$ cat src/rtl/fp_div_iter.sv
// fp_div_iter: iterative IEEE-754 divider, result = a / b.
// The mantissa is divided by a restoring loop, one quotient bit per clock, and
// rounded to nearest-even. Subnormal inputs are read as zero and subnormal
// results are flushed to zero. Valid/ready handshakes on both sides, with one
// operation in flight at a time.
// Optional feature macro: FPDIV_FLAGS_EN adds the registered 5-bit flags port
// {invalid, div_by_zero, overflow, underflow, inexact}.
//
// state    | meaning
// S_IDLE   | in_ready high, operands latched on in_valid
// S_CHECK  | classify operands, set up sign, exponent and mantissas
// S_DIVIDE | MAN_W+3 restoring steps (quotient, guard, round)
// S_ROUND  | round the quotient, or pass the special result, into the result register
// S_DONE   | out_valid high, result held until out_ready
module fp_div_iter #(
  parameter int EXP_W = 8,
  parameter int MAN_W = 23,
  localparam int W = 1 + EXP_W + MAN_W
) (
  input  logic         clk,
  input  logic         rstn,
  input  logic         in_valid,
  output logic         in_ready,
  input  logic [W-1:0] a,
  input  logic [W-1:0] b,
  output logic         out_valid,
  input  logic         out_ready,
  output logic [W-1:0] result
`ifdef FPDIV_FLAGS_EN
  ,
  output logic [4:0]   flags
`endif
);

  localparam int XW = EXP_W + 2;
  localparam int CW = $clog2(MAN_W + 3);
  localparam logic signed [XW-1:0] BIAS     = XW'((1 << (EXP_W - 1)) - 1);
  localparam logic signed [XW-1:0] EXP_TOP  = XW'((1 << EXP_W) - 1);
  localparam logic signed [XW-1:0] EXP_ZERO = '0;
  localparam logic signed [XW-1:0] EXP_ONE  = XW'(1);
  localparam logic [CW-1:0]        DIV_LAST = CW'(MAN_W + 2);
  localparam logic [W-1:0]         QNAN     = {1'b0, {EXP_W{1'b1}}, 1'b1, {(MAN_W-1){1'b0}}};

  typedef enum logic [2:0] {
    S_IDLE,
    S_CHECK,
    S_DIVIDE,
    S_ROUND,
    S_DONE
  } state_t;

  state_t state, state_nxt;

  logic [W-1:0]          a_q, b_q;
  logic                  sign_q;
  logic                  special_q;
  logic [W-1:0]          spec_res_q;
  logic signed [XW-1:0]  exp_q;
  logic [MAN_W+1:0]      rem_q;
  logic [MAN_W:0]        div_q;
  logic [MAN_W+1:0]      quo_q;
  logic [CW-1:0]         cnt_q;

  // operand fields and classes
  logic [EXP_W-1:0] ea, eb;
  logic [MAN_W-1:0] fa, fb;
  logic             sign_c;
  logic             a_nan, b_nan, a_inf, b_inf, a_zero, b_zero;

  assign ea     = a_q[W-2:MAN_W];
  assign eb     = b_q[W-2:MAN_W];
  assign fa     = a_q[MAN_W-1:0];
  assign fb     = b_q[MAN_W-1:0];
  assign sign_c = a_q[W-1] ^ b_q[W-1];
  assign a_nan  = (&ea) & (|fa);
  assign b_nan  = (&eb) & (|fb);
  assign a_inf  = (&ea) & ~(|fa);
  assign b_inf  = (&eb) & ~(|fb);
  assign a_zero = ~(|ea);
  assign b_zero = ~(|eb);

  // special-operand result, first matching rule wins
  logic         spec_hit;
  logic [W-1:0] spec_val;
  always_comb begin
    spec_hit = 1'b1;
    spec_val = '0;
    if (a_nan || b_nan)
      spec_val = QNAN;
    else if ((a_zero && b_zero) || (a_inf && b_inf))
      spec_val = QNAN;
    else if (b_zero || a_inf)
      spec_val = {sign_c, {EXP_W{1'b1}}, {MAN_W{1'b0}}};
    else if (b_inf || a_zero)
      spec_val = {sign_c, {(W-1){1'b0}}};
    else
      spec_hit = 1'b0;
  end

  // normal-path setup: the dividend is pre-shifted when ma < mb so the quotient lands in [1,2)
  logic [MAN_W:0]       ma, mb;
  logic                 ma_lt;
  logic signed [XW-1:0] exp_c;
  assign ma    = {1'b1, fa};
  assign mb    = {1'b1, fb};
  assign ma_lt = ma < mb;
  assign exp_c = $signed({2'b00, ea}) - $signed({2'b00, eb}) + BIAS - (ma_lt ? EXP_ONE : EXP_ZERO);

  // one restoring step; the remainder stays below the divisor, so the shift drops only a zero
  logic             ge;
  logic [MAN_W+1:0] rem_sub;
  assign ge      = rem_q >= {1'b0, div_q};
  assign rem_sub = ge ? (rem_q - {1'b0, div_q}) : rem_q;

  // round-to-nearest-even, then range check on the post-round exponent
  logic                 guard_b, round_b, sticky_b, rnd_up;
  logic [MAN_W:0]       frac_sum;
  logic signed [XW-1:0] exp_r;
  logic                 ovf_c, unf_c;
  logic [W-1:0]         rnd_val;
  assign guard_b  = quo_q[1];
  assign round_b  = quo_q[0];
  assign sticky_b = |rem_q;
  assign rnd_up   = guard_b & (round_b | sticky_b | quo_q[2]);
  assign frac_sum = {1'b0, quo_q[MAN_W+1:2]} + (MAN_W+1)'(rnd_up);
  assign exp_r    = exp_q + (frac_sum[MAN_W] ? EXP_ONE : EXP_ZERO);
  assign ovf_c    = exp_r >= EXP_TOP;
  assign unf_c    = exp_r <= EXP_ZERO;

  // packed rounded result, saturated to inf or flushed to zero
  always_comb begin
    if (ovf_c)
      rnd_val = {sign_q, {EXP_W{1'b1}}, {MAN_W{1'b0}}};
    else if (unf_c)
      rnd_val = {sign_q, {(W-1){1'b0}}};
    else
      rnd_val = {sign_q, exp_r[EXP_W-1:0], frac_sum[MAN_W-1:0]};
  end

  // state register
  always_ff @(posedge clk or negedge rstn) begin
    if (!rstn)
      state <= S_IDLE;
    else
      state <= state_nxt;
  end

  // next-state logic
  always_comb begin
    state_nxt = state;
    unique case (state)
      S_IDLE:   if (in_valid) state_nxt = S_CHECK;
      S_CHECK:  state_nxt = spec_hit ? S_ROUND : S_DIVIDE;
      S_DIVIDE: if (cnt_q == '0) state_nxt = S_ROUND;
      S_ROUND:  state_nxt = S_DONE;
      S_DONE:   if (out_ready) state_nxt = S_IDLE;
      default:  state_nxt = S_IDLE;
    endcase
  end

  // handshake outputs decoded from state
  always_comb begin
    in_ready  = (state == S_IDLE);
    out_valid = (state == S_DONE);
  end

  // datapath registers; result is written only in S_ROUND so it stays put through S_DONE
  always_ff @(posedge clk or negedge rstn) begin
    if (!rstn) begin
      a_q        <= '0;
      b_q        <= '0;
      sign_q     <= 1'b0;
      special_q  <= 1'b0;
      spec_res_q <= '0;
      exp_q      <= '0;
      rem_q      <= '0;
      div_q      <= '0;
      quo_q      <= '0;
      cnt_q      <= '0;
      result     <= '0;
    end else begin
      unique case (state)
        S_IDLE: begin
          if (in_valid) begin
            a_q <= a;
            b_q <= b;
          end
        end
        S_CHECK: begin
          sign_q     <= sign_c;
          special_q  <= spec_hit;
          spec_res_q <= spec_val;
          exp_q      <= exp_c;
          rem_q      <= ma_lt ? {ma, 1'b0} : {1'b0, ma};
          div_q      <= mb;
          quo_q      <= '0;
          cnt_q      <= DIV_LAST;
        end
        S_DIVIDE: begin
          rem_q <= rem_sub << 1;
          quo_q <= {quo_q[MAN_W:0], ge};
          cnt_q <= cnt_q - CW'(1);
        end
        S_ROUND: begin
          result <= special_q ? spec_res_q : rnd_val;
        end
        default: ;
      endcase
    end
  end

`ifdef FPDIV_FLAGS_EN
  logic       a_snan, b_snan;
  logic [4:0] spec_flg;
  logic [4:0] spec_flg_q;
  assign a_snan = a_nan & ~fa[MAN_W-1];
  assign b_snan = b_nan & ~fb[MAN_W-1];

  // flags raised by the special-operand rules
  always_comb begin
    spec_flg = '0;
    if (a_nan || b_nan)
      spec_flg[4] = a_snan | b_snan;
    else if ((a_zero && b_zero) || (a_inf && b_inf))
      spec_flg[4] = 1'b1;
    else if (b_zero && !a_inf)
      spec_flg[3] = 1'b1;
  end

  // flags registered alongside result
  always_ff @(posedge clk or negedge rstn) begin
    if (!rstn) begin
      spec_flg_q <= '0;
      flags      <= '0;
    end else begin
      if (state == S_CHECK)
        spec_flg_q <= spec_flg;
      if (state == S_ROUND)
        flags <= special_q ? spec_flg_q
                           : {2'b00, ovf_c, unf_c, guard_b | round_b | sticky_b | ovf_c | unf_c};
    end
  end
`endif

endmodule

$ cat config.mk
export PLATFORM = sky130hd
export DESIGN_NAME = fp_div_iter
export DESIGN_NICKNAME = d
export VERILOG_FILES = /design/src/rtl/fp_div_iter.sv
export SDC_FILE = /design/constraint.sdc
export NUM_CORES = 1
export LEC_CHECK = 0
export CAP_MARGIN = 10
export CORE_ASPECT_RATIO = 0.5
export CORE_MARGIN = 8
export CORE_UTILIZATION = 35
export CTS_CLUSTER_DIAMETER = 150
export DETAILED_ROUTE_END_ITERATION = 6
export GPL_ROUTABILITY_DRIVEN = 1
export SLEW_MARGIN = 20
export SYNTH_ARGS = -nofsm -noshare
export SYNTH_HDL_FRONTEND = slang
export SYNTH_SLANG_ARGS = --single-unit
$ cat constraint.sdc
create_clock -name clk -period 5.4 [get_ports clk]
set_clock_uncertainty 0.1 [all_clocks]
set_input_delay 0.81 -clock clk [delete_from_list [all_inputs] [get_ports clk]]
set_output_delay 0.81 -clock clk [all_outputs]
set_load 0.01 [all_outputs]
==> out/metrics.yaml, run 1 <==
crit_start: "quo_q[1]$_DFFE_PN0P_"
slew_headroom_pct: 38.3
synthCells: 1134
cts_setup_buffers: 0
cts-htree-levels: 4
drv_cap: 0
wirelength_um: 27800
critPathKind: "reg -> reg"
power_uw: 9680
die_y_um: 141
num_io_pins: 102
synthTopCellsByCount: "193 x dfrtp_1, 142 x nand2_1, 101 x o21ai_0"
clkSinkCount: 193
setup_viol: 0
rows: 45
worst_slew_pin_slew_ns: 0.920
crit_path_start_kind: "flop"
rsz0062_at_grt: "false"
cts_made_buffers: 17
n_antenna_cell: 0
arrival_ns: 4.30
gp_congestion: 0.871
p_leak_uw: 0.00557
area_growth_pct: 18.1
clk_path_buf_depth: 2
io_buffers: 101
final_hold_viol_count: 0
clk_pin_slew_ns: 0.07
yosys.area.top_type: "dfrtp_1"
synth_flop_cell: "dfrtp_1"
path_cells: "and2_1, nand3_1, nor2_1, nand3_1, nor4_1, ha_1, nand3_1, nor2_1, and3_1, nand3_1, xnor2_1, nor3_2, o31a_1, nand2b_1, o221ai_1"
cts_tree: "yes"
period_needed_ns: 4.04
synth_top_area_share_pct: 44.0
powerDensity_mw_per_mm2: 747
grt_max_degree: 122
power_frac_comb_pct: 60.0
synthArstFlopShare_pct: 100
syn_avg_cell_area_sq_um: 9.68
swShare_pct: 44.3
synth_most_common_cell: "dfrtp_1"
finalNetCount: 1350
die_x_um: 266
cpPeakStageDelay_ns: 0.45
dp_hpwl_um: 20600
tns_ns: 0
grt_pass1_wl_um: 45800
final_antenna_net_count: 0
grt_usage_pct: 14.9
status: "complete, no violations"
syn_area_sq_mm: 0.0110
drc: 0
synth-seq-area-share_pct: 44.0
layout-drive-gt1-share_pct: 9.14
ctsRootBufferMaster: "clkbuf_16"
placed_area_sq_mm: 0.0124
slew_viol_final: 0
period_share_pct: 74.9
p_seq_share_pct: 27.3
yosys-top-cells-area: "dfrtp_1 44%, ha_1 7.6%, mux2_2 6.1%"
cts_repair_resize_count: 0
syn_nets: 1272
dieArea_sq_mm: 0.0376
synth_cell_types: 68
viasPerCell: 5.21
synth_enable_flop_cells: 0
synth_seq_cells: 193
grt-ovfl-total: 0
cp_max_fo: 23
cpMostUsedCell: "nand3_1"
initial_core_util_pct: 35.9
design_area_sq_mm: 0.0130
dr_total_vias: 8594
endpoint_kind: "flop"
drtIter0Drc: 543
insertion_delay_ns: 0.45
vdd_drop_max_mv: 0.403
slowest_stage: "nand2b_1"
r2r-start: "quo_q[1]$_DFFE_PN0P_"
max_freq_mhz: 247
cellInternalPower_uw: 5390
grt_pass1_vias: 8634
hp-class: "in -> async"
core_area_sq_mm: 0.0306
cp.required_ns: 5.66
drt_first_pass_iters: 5
wl_per_cell_um: 16.9
switchingPower_uw: 4290
postCtsHoldBufs: 0
yosysWarnings: 0
grt_antenna_before_repair: 0
clkPwrFrac_pct: 12.8
final timing paths:
| path | end | slack (ns) | depth (start not counted) |
|---|---|---|---|
| hold / removal | div_q[14]$_DFFE_PN0P_ | 0.15 | 1 |
| setup reg to reg | result[22]$_DFFE_PN0P_ | 1.36 | 15 |
| max in group asynchronous | state[2]$_DFFE_PN0P_ | 4.27 | 2 |
| setup / recovery | result[22]$_DFFE_PN0P_ | 1.36 | 15 |
| min in group clk | div_q[23]$_DFFE_PN0P_ | 0.35 | 2 |
| hold reg to reg | div_q[23]$_DFFE_PN0P_ | 0.35 | 2 |
sequential cells by signal, summed over array words and instances (netlist names):
| register | flops |
|---|---|
| a_q | 32 |
| b_q | 32 |
| cnt_q | 5 |
| div_q | 24 |
| exp_q | 10 |
| quo_q | 25 |
| rem_q | 25 |
| result | 32 |
| sign_q | 1 |
| spec_res_q | 3 |
| special_q | 1 |
| state | 3 |
power by group through the flow:
stage               clock, uW  combinational, uW  sequential (uW)
global placement            0               5620             2630
floorplan                   0               4610             2450
finish                   1230               5810             2640
global route             1320               6530             2740
detailed placement          0               5780             2660
CTS                      1260               5830             2640
critical path, delay by kind of cell (launching register included):
kind	cells	cell delay, ns
compound gates	2	0.63
xor+xnor	1	0.18
flops	1	0.40
fa+ha+maj	1	0.23
simple gates	11	2.44
placed cells by master (no fill, tap or decap), drive strengths merged, types with 8 or more instances in the layout:
master / n
dfrtp: 193
a21oi: 68
nand4: 19
clkdlybuf4s50: 100
mux2: 59
nor2: 49
a221o: 8
buf: 12
ha: 67
o22ai: 25
a21o: 29
xor2: 27
nor4: 25
clkbuf: 26
nand3: 21
xnor2: 35
nand2: 142
inv: 78
a22o: 23
nor3: 15
o21ai: 104
mux2i: 23
cell families (layout without fill, tap and decap cells):
family | Yosys count | in the layout | share of synthesized area, %
buffers and inverters | 131 | 222 | 5.18
AOI/OAI and AO/OA | 295 | 295 | 16.9
muxes | 82 | 82 | 8.15
DFF | 193 | 193 | 44.0
and+or+nand+nor | 301 | 301 | 12.7
adders and majority gates | 70 | 70 | 8.19
xor gates and xnor gates | 62 | 62 | 4.95
per-stage QoR:
stage / setup WS [ns] / instances / util, % / hold slack, ns
2_1_floorplan: 1.76 / 1134 / - / 0.318
3_3_place_gp: 1.47 / 1613 / 40.3 / 0.335
3_5_place_dp: 1.28 / 1615 / 40.5 / 0.340
4_1_cts: 1.26 / 1647 / 42.3 / 0.357
5_1_grt: 0.863 / 1648 / 42.4 / 0.154
6_report: 1.36 / 1648 / 42.4 / 0.155
per-layer routing:
metal / track usage, % / up-vias / wire length (um)
li1: - / 4181 / -
met4: 5.07 / 0 / 582
met5: 0 / - / 0
met1: 20.0 / 4247 / 13400
met3: 2.93 / 31 / 894
met2: 24.0 / 135 / 12800
final cells by class:
class | count | area, sq um
clock inverters | 7 | 75.1
flip-flops and latches | 193 | 4830
well taps | 423 | 529
fillers | 2966 | 17600
inverters | 77 | 289
multi-input cells | 810 | 5590
repair buffers | 113 | 1160
clock buffers | 25 | 485
No activity file was read; power rests on OpenSTA's default activity.
==> run 2, diff against run 1 <==
==> constraint.sdc (replaced) <==
create_clock -name clk -period 3.94 [get_ports clk]
set_clock_uncertainty 0.1 [all_clocks]
set_input_delay 0.591 -clock clk [delete_from_list [all_inputs] [get_ports clk]]
set_output_delay 0.591 -clock clk [all_outputs]
set_load 0.01 [all_outputs]
==> out/metrics.yaml, run 2 (synthesized netlist as in run 1, its figures left out) <==
final_hold_viol_count: 0
grt_pass1_vias: 8882
endpoint_kind: "flop"
grt_usage_pct: 15.1
clk_path_buf_depth: 2
drt_first_pass_iters: 5
clkSinkCount: 193
final_core_util_pct: 42.6
insertion_delay_ns: 0.45
wirelength_um: 27800
layout-drive-gt1-share_pct: 10.6
period_needed_ns: 3.73
initial_core_util_pct: 35.9
slew_viol_final: 0
grt_antenna_before_repair: 0
r2r-start: "a_q[9]$_DFFE_PN0P_"
arrival_ns: 3.96
critPathKind: "reg -> reg"
hp-class: "in -> async"
grt_pass1_wl_um: 46300
cpMostUsedCell: "a21o_1"
clkPwrFrac_pct: 12.2
layout_commonest_cell: "dfrtp_1"
path_delay_family: "compound AO/OA/AOI/OAI gates"
path_cells: "ha_1, a21o_1, a21o_1, a21oi_2, o211ai_1, a21oi_2, inv_2, ha_1, ha_1, fa_2, a21o_1, a21o_1, a21o_1, a21oi_2, nor2b_1, o41ai_1"
switchingPower_uw: 5940
slew_headroom_pct: 39.1
gp_congestion: 0.875
max_freq_mhz: 268
cp.depth: 16
wl_per_cell_um: 16.8
largestRegisters: "a_q (32), b_q (32), result (32)"
area_growth_pct: 18.6
dr_total_vias: 8635
clk_pin_slew_ns: 0.07
cellInternalPower_uw: 7420
num_io_pins: 102
swShare_pct: 44.4
cts-htree-levels: 4
final_cells: 1656
drc: 0
slowest_stage: "dfrtp_1"
crit_path_end: "exp_q[9]$_DFFE_PN0P_"
rrSetupSlack_ns: 0.21
core_area_sq_mm: 0.0306
ctsRootBufferMaster: "clkbuf_16"
crit_start: "a_q[9]$_DFFE_PN0P_"
r2r_end: "exp_q[9]$_DFFE_PN0P_"
final_antenna_net_count: 0
setup_viol: 0
crit_buf_inv: 1
cp.required_ns: 4.16
die_y_um: 141
r2r_cells: 16
cts_made_buffers: 17
drtIter0Drc: 474
n_antenna_cell: 0
status: "complete, no violations"
cts_tree: "yes"
grt_max_degree: 105
p_seq_share_pct: 26.6
period_share_pct: 94.8
die_x_um: 266
finalNetCount: 1361
io_buffers: 101
dp_hpwl_um: 20900
dieArea_sq_mm: 0.0376
crit_path_start_kind: "flop"
worst_slew_pin_slew_ns: 0.907
rows: 45
powerDensity_mw_per_mm2: 1030
viasPerCell: 5.21
vdd_drop_max_mv: 0.476
postCtsHoldBufs: 0
p_leak_uw: 0.00561
dp.cells: 1625
drv_cap: 0
power_frac_comb_pct: 61.2
cp_max_fo: 4
cpPeakStageDelay_ns: 0.41
most-common-layout-cells: "193 x dfrtp_1, 142 x nand2_1, 101 x o21ai_0"
grt-ovfl-total: 0
==> run 2: cell type report <==
type | count | area (sq um)
timing repair buffer | 124 | 1220
multi-input combinational | 810 | 5610
clock buffer | 19 | 443
fill | 2913 | 17600
inverter | 77 | 289
tap | 423 | 529
sequential | 193 | 4830
clock inverter | 10 | 88.8
==> run 2: worst min-delay path by stage <==
stage,startpoint,end,slack (ns),cells after the start
after floorplan,rstn,a_q[0]$_DFFE_PN0P_,0.20,0
after global placement,div_q[23]$_DFFE_PN0P_,div_q[23]$_DFFE_PN0P_,0.34,2
after detailed placement,div_q[23]$_DFFE_PN0P_,div_q[23]$_DFFE_PN0P_,0.36,2
after CTS,rstn,b_q[13]$_DFFE_PN0P_,0.16,1
after global routing,rstn,b_q[15]$_DFFE_PN0P_,0.19,1
final,rstn,b_q[15]$_DFFE_PN0P_,0.12,1
==> run 2: what timing repair did <==
action | 4_1_cts | 5_1_grt
resized for setup | 2 | 5
gates cloned | 0 | 0
setup buffers | 0 | 2
pin swaps | 1 | 4
endpoints found under the setup margin | 2 | 26
==> run 2: stage by stage <==
step / hold slack (ns) / TNS, ns / cell area [sq um] / worst slack (ns) / total power (uW)
global placement: 0.341 / 0 / 12400 / 0.0869 / 11500
global route: 0.188 / -0.00716 / 13000 / -0.00413 / 14600
CTS: 0.159 / 0 / 13000 / 0.0367 / 13400
floorplan: 0.195 / 0 / 11000 / 0.301 / 9670
finish: 0.116 / 0 / 13000 / 0.206 / 13400
detailed placement: 0.364 / -0.0391 / 12400 / -0.0391 / 11600
==> run 2: power by group through the flow <==
stage	registers [uW]	clock network (uW)	logic, uW
after floorplan	3360	0	6310
after global placement	3550	0	7920
after detailed placement	3580	0	8040
after CTS	3550	1680	8150
after global routing	3670	1750	9190
final	3550	1630	8180
==> run 2: per-layer routing <==
metal | wire length [um] | vias to the layer above | global-route usage [%]
li1 | - | 4211 | -
met3 | 1230 | 29 | 3.07
met5 | 0 | - | 0
met4 | 474 | 0 | 4.79
met2 | 13000 | 164 | 24.7
met1 | 13100 | 4231 | 19.8
==> run 3, diff against run 2 <==
--- a/config.mk
+++ b/config.mk
@@ -9,7 +9,6 @@
 export CORE_ASPECT_RATIO = 0.5
 export CORE_MARGIN = 8
 export CORE_UTILIZATION = 35
-export CTS_CLUSTER_DIAMETER = 150
 export DETAILED_ROUTE_END_ITERATION = 6
 export GPL_ROUTABILITY_DRIVEN = 1
 export SLEW_MARGIN = 20
==> results of run 3 <==
Final layout, timing and power as in run 2 (identical DEF).
